==> config.mk <==
export PLATFORM = sky130hd
export DESIGN_NAME = bus_oe_arbiter_flat
export DESIGN_NICKNAME = d
export VERILOG_FILES = /design/src/rtl/bus_oe_arbiter_if.sv /design/src/rtl/bus_oe_arbiter.sv /design/src/flat_wrapper.sv
export SDC_FILE = /design/constraint.sdc
export NUM_CORES = 1
export LEC_CHECK = 0
export BUFFER_PORTS_ARGS = -buffer_cell sky130_fd_sc_hd__buf_2
export CORE_ASPECT_RATIO = 0.75
export CORE_MARGIN = 1.5
export CORE_UTILIZATION = 60
export DETAILED_ROUTE_END_ITERATION = 8
export HOLD_SLACK_MARGIN = 0.15
export PLACE_DENSITY_LB_ADDON = 0.08
export SLEW_MARGIN = 20
export SYNTH_ARGS = -nofsm -noshare
export SYNTH_HDL_FRONTEND = slang
export SYNTH_SLANG_ARGS = --single-unit
export TNS_END_PERCENT = 1
==> constraint.sdc <==
create_clock -name clk_i -period 2.49 [get_ports clk_i]
set_input_delay 0.1245 -clock clk_i [delete_from_list [all_inputs] [get_ports clk_i]]
set_output_delay 0.1245 -clock clk_i [all_outputs]
set_load 0.1 [all_outputs]
==> src/rtl/bus_oe_arbiter_if.sv <==
`timescale 1ns/1ps
// Shared-bus ownership signals between the arbiter and the 74574 register bank.
interface bus_oe_arbiter_if;
  logic [3:0] req;
  logic [3:0] oe_n;
  logic [1:0] gnt_id;
  logic       gnt_valid;
  logic       busy;
  logic       expired;

  modport master (input req, output oe_n, gnt_id, gnt_valid, busy, expired);
  modport slave  (output req, input oe_n, gnt_id, gnt_valid, busy, expired);
endinterface

==> src/rtl/bus_oe_arbiter.sv <==
`timescale 1ns/1ps
// Round-robin owner of a shared 8-bit tri-state bus: drives the active-low _OE of four
// 74574 registers, one at a time, with a dead turnaround between owners and a hold limit.
module bus_oe_arbiter #(
  parameter int unsigned MAX_HOLD    = 8,
  parameter int unsigned TURN_CYCLES = 1,
  parameter int unsigned LOG         = 0
) (
  input  logic             clk_i,
  input  logic             rst_i,
  bus_oe_arbiter_if.master bus
);
  localparam int unsigned NumReq = 4;
  localparam int unsigned IdW    = 2;
  localparam int unsigned HoldW  = 8;
  localparam int unsigned TurnW  = 4;

  typedef enum logic [1:0] {
    ST_IDLE  = 2'd0,
    ST_GRANT = 2'd1,
    ST_TURN  = 2'd2
  } state_e;

  state_e            state_q;
  logic [IdW-1:0]    last_q;
  logic [IdW-1:0]    owner_q;
  logic [HoldW-1:0]  hold_q;
  logic [TurnW-1:0]  turn_q;
  logic [NumReq-1:0] oe_n_q;
  logic              gnt_valid_q;
  logic              busy_q;
  logic              expired_q;

  logic              win_found;
  logic [IdW-1:0]    win_id;
  logic [IdW-1:0]    cand;
  logic [NumReq-1:0] win_oe_n;

  // Out-of-range parameters are rejected at elaboration.
  if (MAX_HOLD < 1 || MAX_HOLD > 255) begin : g_bad_hold
    $error("bus_oe_arbiter: MAX_HOLD must be 1..255");
  end
  if (TURN_CYCLES < 1 || TURN_CYCLES > 15) begin : g_bad_turn
    $error("bus_oe_arbiter: TURN_CYCLES must be 1..15");
  end
  if (LOG > 1) begin : g_bad_log
    $error("bus_oe_arbiter: LOG must be 0 or 1");
  end

  // Search starts just after the last winner so every active requester gets a turn.
  always_comb begin
    win_found = 1'b0;
    win_id    = last_q;
    cand      = last_q;
    for (int unsigned i = 1; i <= NumReq; i++) begin
      cand = last_q + IdW'(i);
      if (!win_found && bus.req[cand]) begin
        win_found = 1'b1;
        win_id    = cand;
      end
    end
    win_oe_n = ~(NumReq'(1) << win_id);
  end

  always_ff @(posedge clk_i) begin
    if (rst_i) begin
      state_q     <= ST_IDLE;
      last_q      <= IdW'(NumReq - 1);
      owner_q     <= '0;
      hold_q      <= '0;
      turn_q      <= '0;
      oe_n_q      <= '1;
      gnt_valid_q <= 1'b0;
      busy_q      <= 1'b0;
      expired_q   <= 1'b0;
    end else begin
      expired_q <= 1'b0;
      case (state_q)
        ST_IDLE: begin
          if (win_found) begin
            state_q     <= ST_GRANT;
            owner_q     <= win_id;
            last_q      <= win_id;
            hold_q      <= HoldW'(1);
            oe_n_q      <= win_oe_n;
            gnt_valid_q <= 1'b1;
            busy_q      <= 1'b1;
          end
        end
        ST_GRANT: begin
          if (!bus.req[owner_q] || hold_q == HoldW'(MAX_HOLD)) begin
            state_q     <= ST_TURN;
            turn_q      <= TurnW'(1);
            oe_n_q      <= '1;
            gnt_valid_q <= 1'b0;
            expired_q   <= bus.req[owner_q];
          end else begin
            hold_q <= hold_q + HoldW'(1);
          end
        end
        ST_TURN: begin
          if (turn_q < TurnW'(TURN_CYCLES)) begin
            turn_q <= turn_q + TurnW'(1);
          end else if (win_found) begin
            state_q     <= ST_GRANT;
            owner_q     <= win_id;
            last_q      <= win_id;
            hold_q      <= HoldW'(1);
            oe_n_q      <= win_oe_n;
            gnt_valid_q <= 1'b1;
          end else begin
            state_q <= ST_IDLE;
            busy_q  <= 1'b0;
          end
        end
        default: begin
          state_q     <= ST_IDLE;
          oe_n_q      <= '1;
          gnt_valid_q <= 1'b0;
          busy_q      <= 1'b0;
        end
      endcase
    end
  end

  assign bus.oe_n      = oe_n_q;
  assign bus.gnt_id    = owner_q;
  assign bus.gnt_valid = gnt_valid_q;
  assign bus.busy      = busy_q;
  assign bus.expired   = expired_q;

endmodule

==> src/flat_wrapper.sv <==
// flat-port wrapper written by rule: the top's interface ports become plain ports
module bus_oe_arbiter_flat 
#(
  parameter int unsigned MAX_HOLD    = 8,
  parameter int unsigned TURN_CYCLES = 1,
  parameter int unsigned LOG         = 0
)
  (clk_i, rst_i, bus_req, bus_oe_n, bus_gnt_id, bus_gnt_valid, bus_busy, bus_expired);
  bus_oe_arbiter_if bus_i ();
  input  logic clk_i;
  input  logic rst_i;
  input wire logic [$bits(bus_i.req)-1:0] bus_req;
  output wire logic [$bits(bus_i.oe_n)-1:0] bus_oe_n;
  output wire logic [$bits(bus_i.gnt_id)-1:0] bus_gnt_id;
  output wire logic [$bits(bus_i.gnt_valid)-1:0] bus_gnt_valid;
  output wire logic [$bits(bus_i.busy)-1:0] bus_busy;
  output wire logic [$bits(bus_i.expired)-1:0] bus_expired;
  assign bus_i.req = bus_req;
  assign bus_oe_n = bus_i.oe_n;
  assign bus_gnt_id = bus_i.gnt_id;
  assign bus_gnt_valid = bus_i.gnt_valid;
  assign bus_busy = bus_i.busy;
  assign bus_expired = bus_i.expired;
  bus_oe_arbiter #(.MAX_HOLD(MAX_HOLD), .TURN_CYCLES(TURN_CYCLES), .LOG(LOG)) u_core (.clk_i(clk_i), .rst_i(rst_i), .bus(bus_i));
endmodule
==> summary.txt, run 1 <==
Layout fillers: 174
clock tree from TritonCTS: yes
number of global-route vias before repair: 947
Leakage Power: 0.506 nW
Mapped Avg Cell Area: 8.89 sq um
Area growth, synth to finish: 9.32%
unrepaired setup endpoints after global routing: false
Port-buffer cells: 14
vias per std cell: 5.95
Sw Pwr: 0.000542 W
number of hold buffers added after cts: 0
clock insertion delay at the later pin of the skew report: 0.33 ns
worst hold path cell count: 2
number of stages on the worst setup path: 7
crit path cell chain: inv_1, ha_1, or4b_4, o21ai_4, and2_4, nor3_2, a211oi_2
sequential element share of the synthesized area: 39.6%
deepest level of the CTS H-tree: 1
Core Box Area: 0.00200 sq mm
initial cell density of the core: 63.2%
post-route setup slack: 0.663 ns
maximum number of pins on one net before global-route repair: 24
Yosys warnings: 0
count of maximum capacitance violations: 0
Chip Height: 42.7 um
net count after synthesis: 152
clock buffers created by TritonCTS: 3
max incr delay on CP: 0.49 ns
Clock Skews: 0.0123 ns
crit end category: register
maximum clock rate: 547 MHz
power density over cell area: 863 mW/mm^2
clock input transition at the sequential cells of the worst setup and hold paths: 0.14 ns
synthesis-stage register bit count: 25
dpl hpwl: 1860 um
Switching Share: 45.6%
area fraction of the dominant cell type after synthesis: 39.6%
top cells by instance count after synthesis: sky130_fd_sc_hd__dfxtp_1 (25), sky130_fd_sc_hd__nor2_1 (16), sky130_fd_sc_hd__a21oi_1 (10), sky130_fd_sc_hd__nor3_1 (10), sky130_fd_sc_hd__inv_1 (8)
CP max stage cell: sky130_fd_sc_hd__or4b_4
GRT Residual Overflow: 0
power share of the clock group: 15.7%
count of nets after finishing: 168
most frequently used cell type in the post-synthesis netlist: sky130_fd_sc_hd__dfxtp_1
I/O pin total: 15
sum of routed wire length over all layers: 2520 um
final std cells w/o fill: 181
HP Class: input pin to register
master cell of the clock root buffer: sky130_fd_sc_hd__clkbuf_4
final-report max-slew violation count: 0
routed length per instance: 13.9 um
clock period minus worst slack: 1.83 ns
drt drc: 0
kind of critical path: register to register
share of layout cells above drive strength 1: 21.7%
max-slew headroom at the worst pin: 68.6%
Peak supply drop: 0.776 mV
number of instances in the synthesized netlist: 142
arrival time worst endpoint: 2.10 ns
final-report hold violation count: 0
Post-CTS Resized: 0
depth of the worst register-to-register path: 7
synth unique cells: 42
critical path buffer and inverter count: 1
Setup violations, final: 0
count of nets left with antenna violations after detail routing: 0
run status: finished, final reports clean
Total Negative Setup Slacks: 0 ns
# placed instances: 177
number of sinks driven by the clock tree: 25
worst-case setup slack after placement: 0.678 ns
design internal power: 0.000648 W
count of vias placed by the detailed router: 1077
part of the power in registers: 42.1%
Initial DRC Count: 45
top area cells in the synthesized netlist: sky130_fd_sc_hd__dfxtp_1 (40%), sky130_fd_sc_hd__nor2_1 (4.8%), sky130_fd_sc_hd__a21oi_1 (4.0%)
number of buffers between clock root and the deepest sink: 2
data required time at the worst endpoint: 2.76 ns
Worst setup SP type: register
share of total power in combinational logic: 42.2%
Post-Route Hold Slack: 0.209 ns
post-synth design cell area: 0.00126 sq mm
number of antenna violations at the first check in global routing: 0
number of enable flip-flop cells after synthesis: 0
first-pass GRT wire length: 4280 um
area leader, netlist: sky130_fd_sc_hd__dfxtp_1
overall track demand over capacity in global routing: 23.4%
width of the chip: 56.0 um
biggest fanout along the worst timing path: 8
Diodes inserted: 0
row cnt: 14
final clock period utilization by the worst path: 73.4%
Die Area: 0.00239 sq mm
post-CTS setup buffer count: 0
number of iterations in the first detailed-routing pass: 4
pin slew with the least headroom to its limit: 0.467 ns
Largest delay share family, worst path: simple AND/OR/NAND/NOR gates
asr flop ratio synth: 0%
GPL Wtd Cong: 0.868
Total Power: 0.00119 W
top flip-flop cell by instance count after synthesis: sky130_fd_sc_hd__dfxtp_1
flip-flops by register name, indices dropped and copies added, names as in the netlist:
register	count
u_core.bus.gnt_valid	1
u_core.turn_q	4
u_core.bus.expired	1
u_core.state_q	2
u_core.last_q	2
u_core.bus.oe_n	4
u_core.bus.busy	1
u_core.bus.gnt_id	2
u_core.hold_q	8
layout by cell type, fill, tap and decap left out, drive strengths merged, types with 2 or more instances in the layout:
cell | Yosys | routed
dfxtp | 25 | 25
nor2 | 17 | 17
buf | 2 | 15
a21oi | 11 | 11
nor3 | 11 | 11
inv | 8 | 8
nand2 | 7 | 7
a211oi | 7 | 7
nand2b | 5 | 5
a31oi | 5 | 5
xnor2 | 5 | 5
nand3 | 4 | 4
ha | 4 | 4
nand4 | 3 | 3
nor3b | 3 | 3
clkbuf | 2 | 3
o21ai | 3 | 3
and2 | 3 | 3
clkinv | 1 | 2
cell type report:
type                    instances  area (sq um)  share of cell area [%]
flip-flops and latches         25           500                    36.3
well taps                      24          30.0                    2.18
inverters                       9          35.0                    2.54
clock inverters                 1          5.00                   0.363
clock buffers                   3          22.5                    1.63
multi-input cells             104           709                    51.4
repair buffers                 15          77.6                    5.62
worst paths after layout:
path                                        from               end  slack (ns)
worst max register to register  u_core.hold_q[0]  u_core.turn_q[0]        0.66
worst min-delay path                       rst_i   u_core.bus.busy        0.21
worst min register to register  u_core.turn_q[1]  u_core.turn_q[1]        0.51
worst max-delay path            u_core.hold_q[0]  u_core.turn_q[0]        0.66
metrics by stage:
| step | cell area (sq um) | utilization, % |
|---|---|---|
| floorplan | 1260 | - |
| global placement | 1350 | 67.7 |
| detailed placement | 1350 | 67.7 |
| CTS | 1380 | 69.1 |
| global route | 1380 | 69.1 |
| finish | 1380 | 69.1 |
kinds of logic after synthesis:
logic type | count (synthesis) | share of synthesized area, %
AOI/OAI and AO/OA | 34 | 20.2
xor gates and xnor gates | 5 | 3.47
adders and majority gates | 4 | 3.96
buffers and inverters | 13 | 4.16
DFF | 25 | 39.6
muxes | 1 | 1.78
and+or+nand+nor | 60 | 26.8
power by group through the flow:
stage	clock [W]	sequential, W	combinational (W)
floorplan	0	0.000676	0.000244
global placement	0	0.000506	0.000491
detailed placement	0	0.000509	0.000500
CTS	0.000196	0.000500	0.000501
global route	0.000204	0.000508	0.000538
finish	0.000187	0.000501	0.000503
per-layer routing:
layer  up-vias  share of wire (%)  GRT usage, %
li1        540                  -             -
met1       504                 51          32.8
met2        28                 41          33.6
met3         5                6.4          7.32
met4         0                1.4          9.05
met5         -                  0             0
No activity file was read; power rests on OpenSTA's default activity.
==> inputs of run 2 (changes only) <==
--- a/config.mk
+++ b/config.mk
@@ -8,7 +8,7 @@
 export BUFFER_PORTS_ARGS = -buffer_cell sky130_fd_sc_hd__buf_2
 export CORE_ASPECT_RATIO = 0.75
 export CORE_MARGIN = 1.5
-export CORE_UTILIZATION = 60
+export CORE_UTILIZATION = 51
 export DETAILED_ROUTE_END_ITERATION = 8
 export HOLD_SLACK_MARGIN = 0.15
 export PLACE_DENSITY_LB_ADDON = 0.08
==> constraint.sdc (replaced) <==
create_clock -name clk_i -period 1.5 [get_ports clk_i]
set_input_delay 0.075 -clock clk_i [delete_from_list [all_inputs] [get_ports clk_i]]
set_output_delay 0.075 -clock clk_i [all_outputs]
set_load 0.1 [all_outputs]
==> run 2 against run 1 <==
Effect of this change:
- the run now ends with negative setup slack left
- final area is 17% higher
- first-iteration DRC count up 87%
- non-clock buffer count grew 24
- utilization up 0.14 points
- setup slack got worse by 0.90 ns
- largest cell class unchanged
- register-to-register slack lost 0.90 ns
- total power is 78% higher
- global-route usage shrank 0.93 points
==> summary.txt, run 2 (synthesized netlist as in run 1, its figures left out) <==
master cell of the clock root buffer: sky130_fd_sc_hd__clkbuf_4
sum of routed wire length over all layers: 2800 um (+11%)
met2 Track Usage GR: 35.9% (+2.2 points)
Core Box Area: 0.00233 sq mm (+17%)
count of vias placed by the detailed router: 1177 (+9.3%)
width of the chip: 60.5 um (+8.0%)
Clock Skews: 0.00410 ns (-0.00817 ns)
pin slew with the least headroom to its limit: 0.491 ns (+0.0245 ns)
HP Class: input pin to register
kind of critical path: register to register
violated checks: negative setup slack
final clock period utilization by the worst path: 116% (+42 points)
Chip Height: 46.1 um (+7.9%)
routed length per instance: 13.0 um (-6.4%)
post-route setup slack: -0.235 ns (-0.898 ns)
clock insertion delay at the later pin of the skew report: 0.31 ns (-0.02 ns)
Leakage Power: 0.627 nW (+24%)
arrival time worst endpoint: 1.99 ns (-0.11 ns)
GR Layer Usage met1: 32.1% (-0.70 points)
register with the most flip-flops: u_core.hold_q
Diodes inserted: 0 (unchanged)
number of global-route vias before repair: 1022 (+7.9%)
maximum clock rate: 576 MHz (+5.3%)
Die Area: 0.00279 sq mm (+17%)
vias per std cell: 5.47 (-8.0%)
crit path cell chain: inv_1, ha_1, or4b_4, o21ai_4, a211oi_2, a21o_1, a21oi_2
Port-buffer cells: 14 (unchanged)
I/O pin total: 15 (unchanged)
biggest fanout along the worst timing path: 8 (unchanged)
count of maximum capacitance violations: 0 (unchanged)
final-report max-slew violation count: 0 (unchanged)
max incr delay on CP: 0.48 ns (about the same)
GRT Residual Overflow: 0 (unchanged)
row cnt: 15 (+1)
share of layout cells above drive strength 1: 34.8% (+13 points)
deepest level of the CTS H-tree: 1 (unchanged)
run status: finished with violations
final-report hold violation count: 0 (unchanged)
number of antenna violations at the first check in global routing: 0 (unchanged)
clock buffers created by TritonCTS: 3 (unchanged)
Area growth, synth to finish: 27.7%
number of sinks driven by the clock tree: 25 (unchanged)
dpl hpwl: 2160 um (+16%)
Initial DRC Count: 84 (+87%)
unrepaired setup endpoints after global routing: true
critical path buffer and inverter count: 1 (unchanged)
clock input transition at the sequential cells of the worst setup and hold paths: 0.12 ns (-0.02 ns)
layer with the highest usage after global routing: met2
Setup violations, final: 20 (+20)
Post-Route Hold Slack: 0.165 ns (-0.0438 ns)
Worst setup SP type: register
power density over cell area: 1310 mW/mm^2 (+52%)
count of nets after finishing: 192 (+14%)
overall track demand over capacity in global routing: 22.4% (-0.93 points)
CP max stage cell: sky130_fd_sc_hd__or4b_4
Total Negative Setup Slacks: -3.51 ns (-3.51 ns)
drt drc: 0 (unchanged)
GPL Wtd Cong: 0.847 (-2.4%)
crit end category: register
number of flip-flops under the largest register name: 8 (unchanged)
number of buffers between clock root and the deepest sink: 2 (unchanged)
GRT met3 Usage: 5.06% (-2.3 points)
initial cell density of the core: 54.2% (-9.0 points)
Peak supply drop: 0.786 mV (+1.3%)
first-pass GRT wire length: 4570 um (+6.8%)
number of iterations in the first detailed-routing pass: 4 (unchanged)
count of nets left with antenna violations after detail routing: 0 (unchanged)
max-slew headroom at the worst pin: 67.5% (-1.1 points)
maximum number of pins on one net before global-route repair: 24 (unchanged)
Largest delay share family, worst path: compound AO/OA/AOI/OAI gates
commonest cells after routing, fill and taps aside: sky130_fd_sc_hd__buf_4 (25), sky130_fd_sc_hd__dfxtp_1 (23), sky130_fd_sc_hd__nor2_1 (16)
clock tree from TritonCTS: yes
clock period minus worst slack: 1.73 ns (-0.0920 ns)
most common cell after layout, fill and taps aside: sky130_fd_sc_hd__buf_4
data required time at the worst endpoint: 1.75 ns (-1.01 ns)
run 2: final timing paths:
check / from / end / cells past startpoint / slack (ns)
setup / recovery: u_core.hold_q[1] / u_core.hold_q[7] / 7 / -0.23
hold / removal: rst_i / u_core.hold_q[1] / 2 / 0.17
setup reg to reg: u_core.hold_q[1] / u_core.hold_q[7] / 7 / -0.23
hold reg to reg: u_core.turn_q[3] / u_core.turn_q[3] / 1 / 0.50
run 2: cell type report:
cell class	instances	area, sq um
timing repair buffer	39	258
inverter	9	35.0
tap	34	42.5
fill	211	716
clock buffer	4	26.3
sequential	25	505
multi-input combinational	104	744
run 2: layer usage:
layer / routed length [um] / share of wire, %
met1: 1370 / 49
met3: 144 / 5.1
met5: 0 / 0
met4: 16 / 0.57
met2: 1270 / 45
run 2: report_power, final:
group,internal (W),switching [W],total [W]
Clock,0.000104,0.000185,0.000289
Combinational,0.000347,0.000670,0.00102
Sequential,0.000750,0.0000594,0.000810
Total,0.00120,0.000915,0.00212
run 2: per-stage QoR:
step	utilization [%]	std cells	setup slack [ns]	instance area (sq um)	total power [W]
after global placement	66.3	210	-0.192	1540	0.00177
after global routing	69.2	215	-0.326	1610	0.00224
after detailed placement	66.3	210	-0.246	1540	0.00179
final	69.2	215	-0.235	1610	0.00212
after floorplan	-	142	-0.227	1270	0.00153
after CTS	67.6	214	-0.254	1570	0.00208
run 2: repair_timing:
item                       CTS  global route
setup endpoints to repair   23            23
buffers inserted             0             1
gates resized for setup      2             5
hold buffers                 0             0
gates cloned                 0             0
pin swaps                    1             3
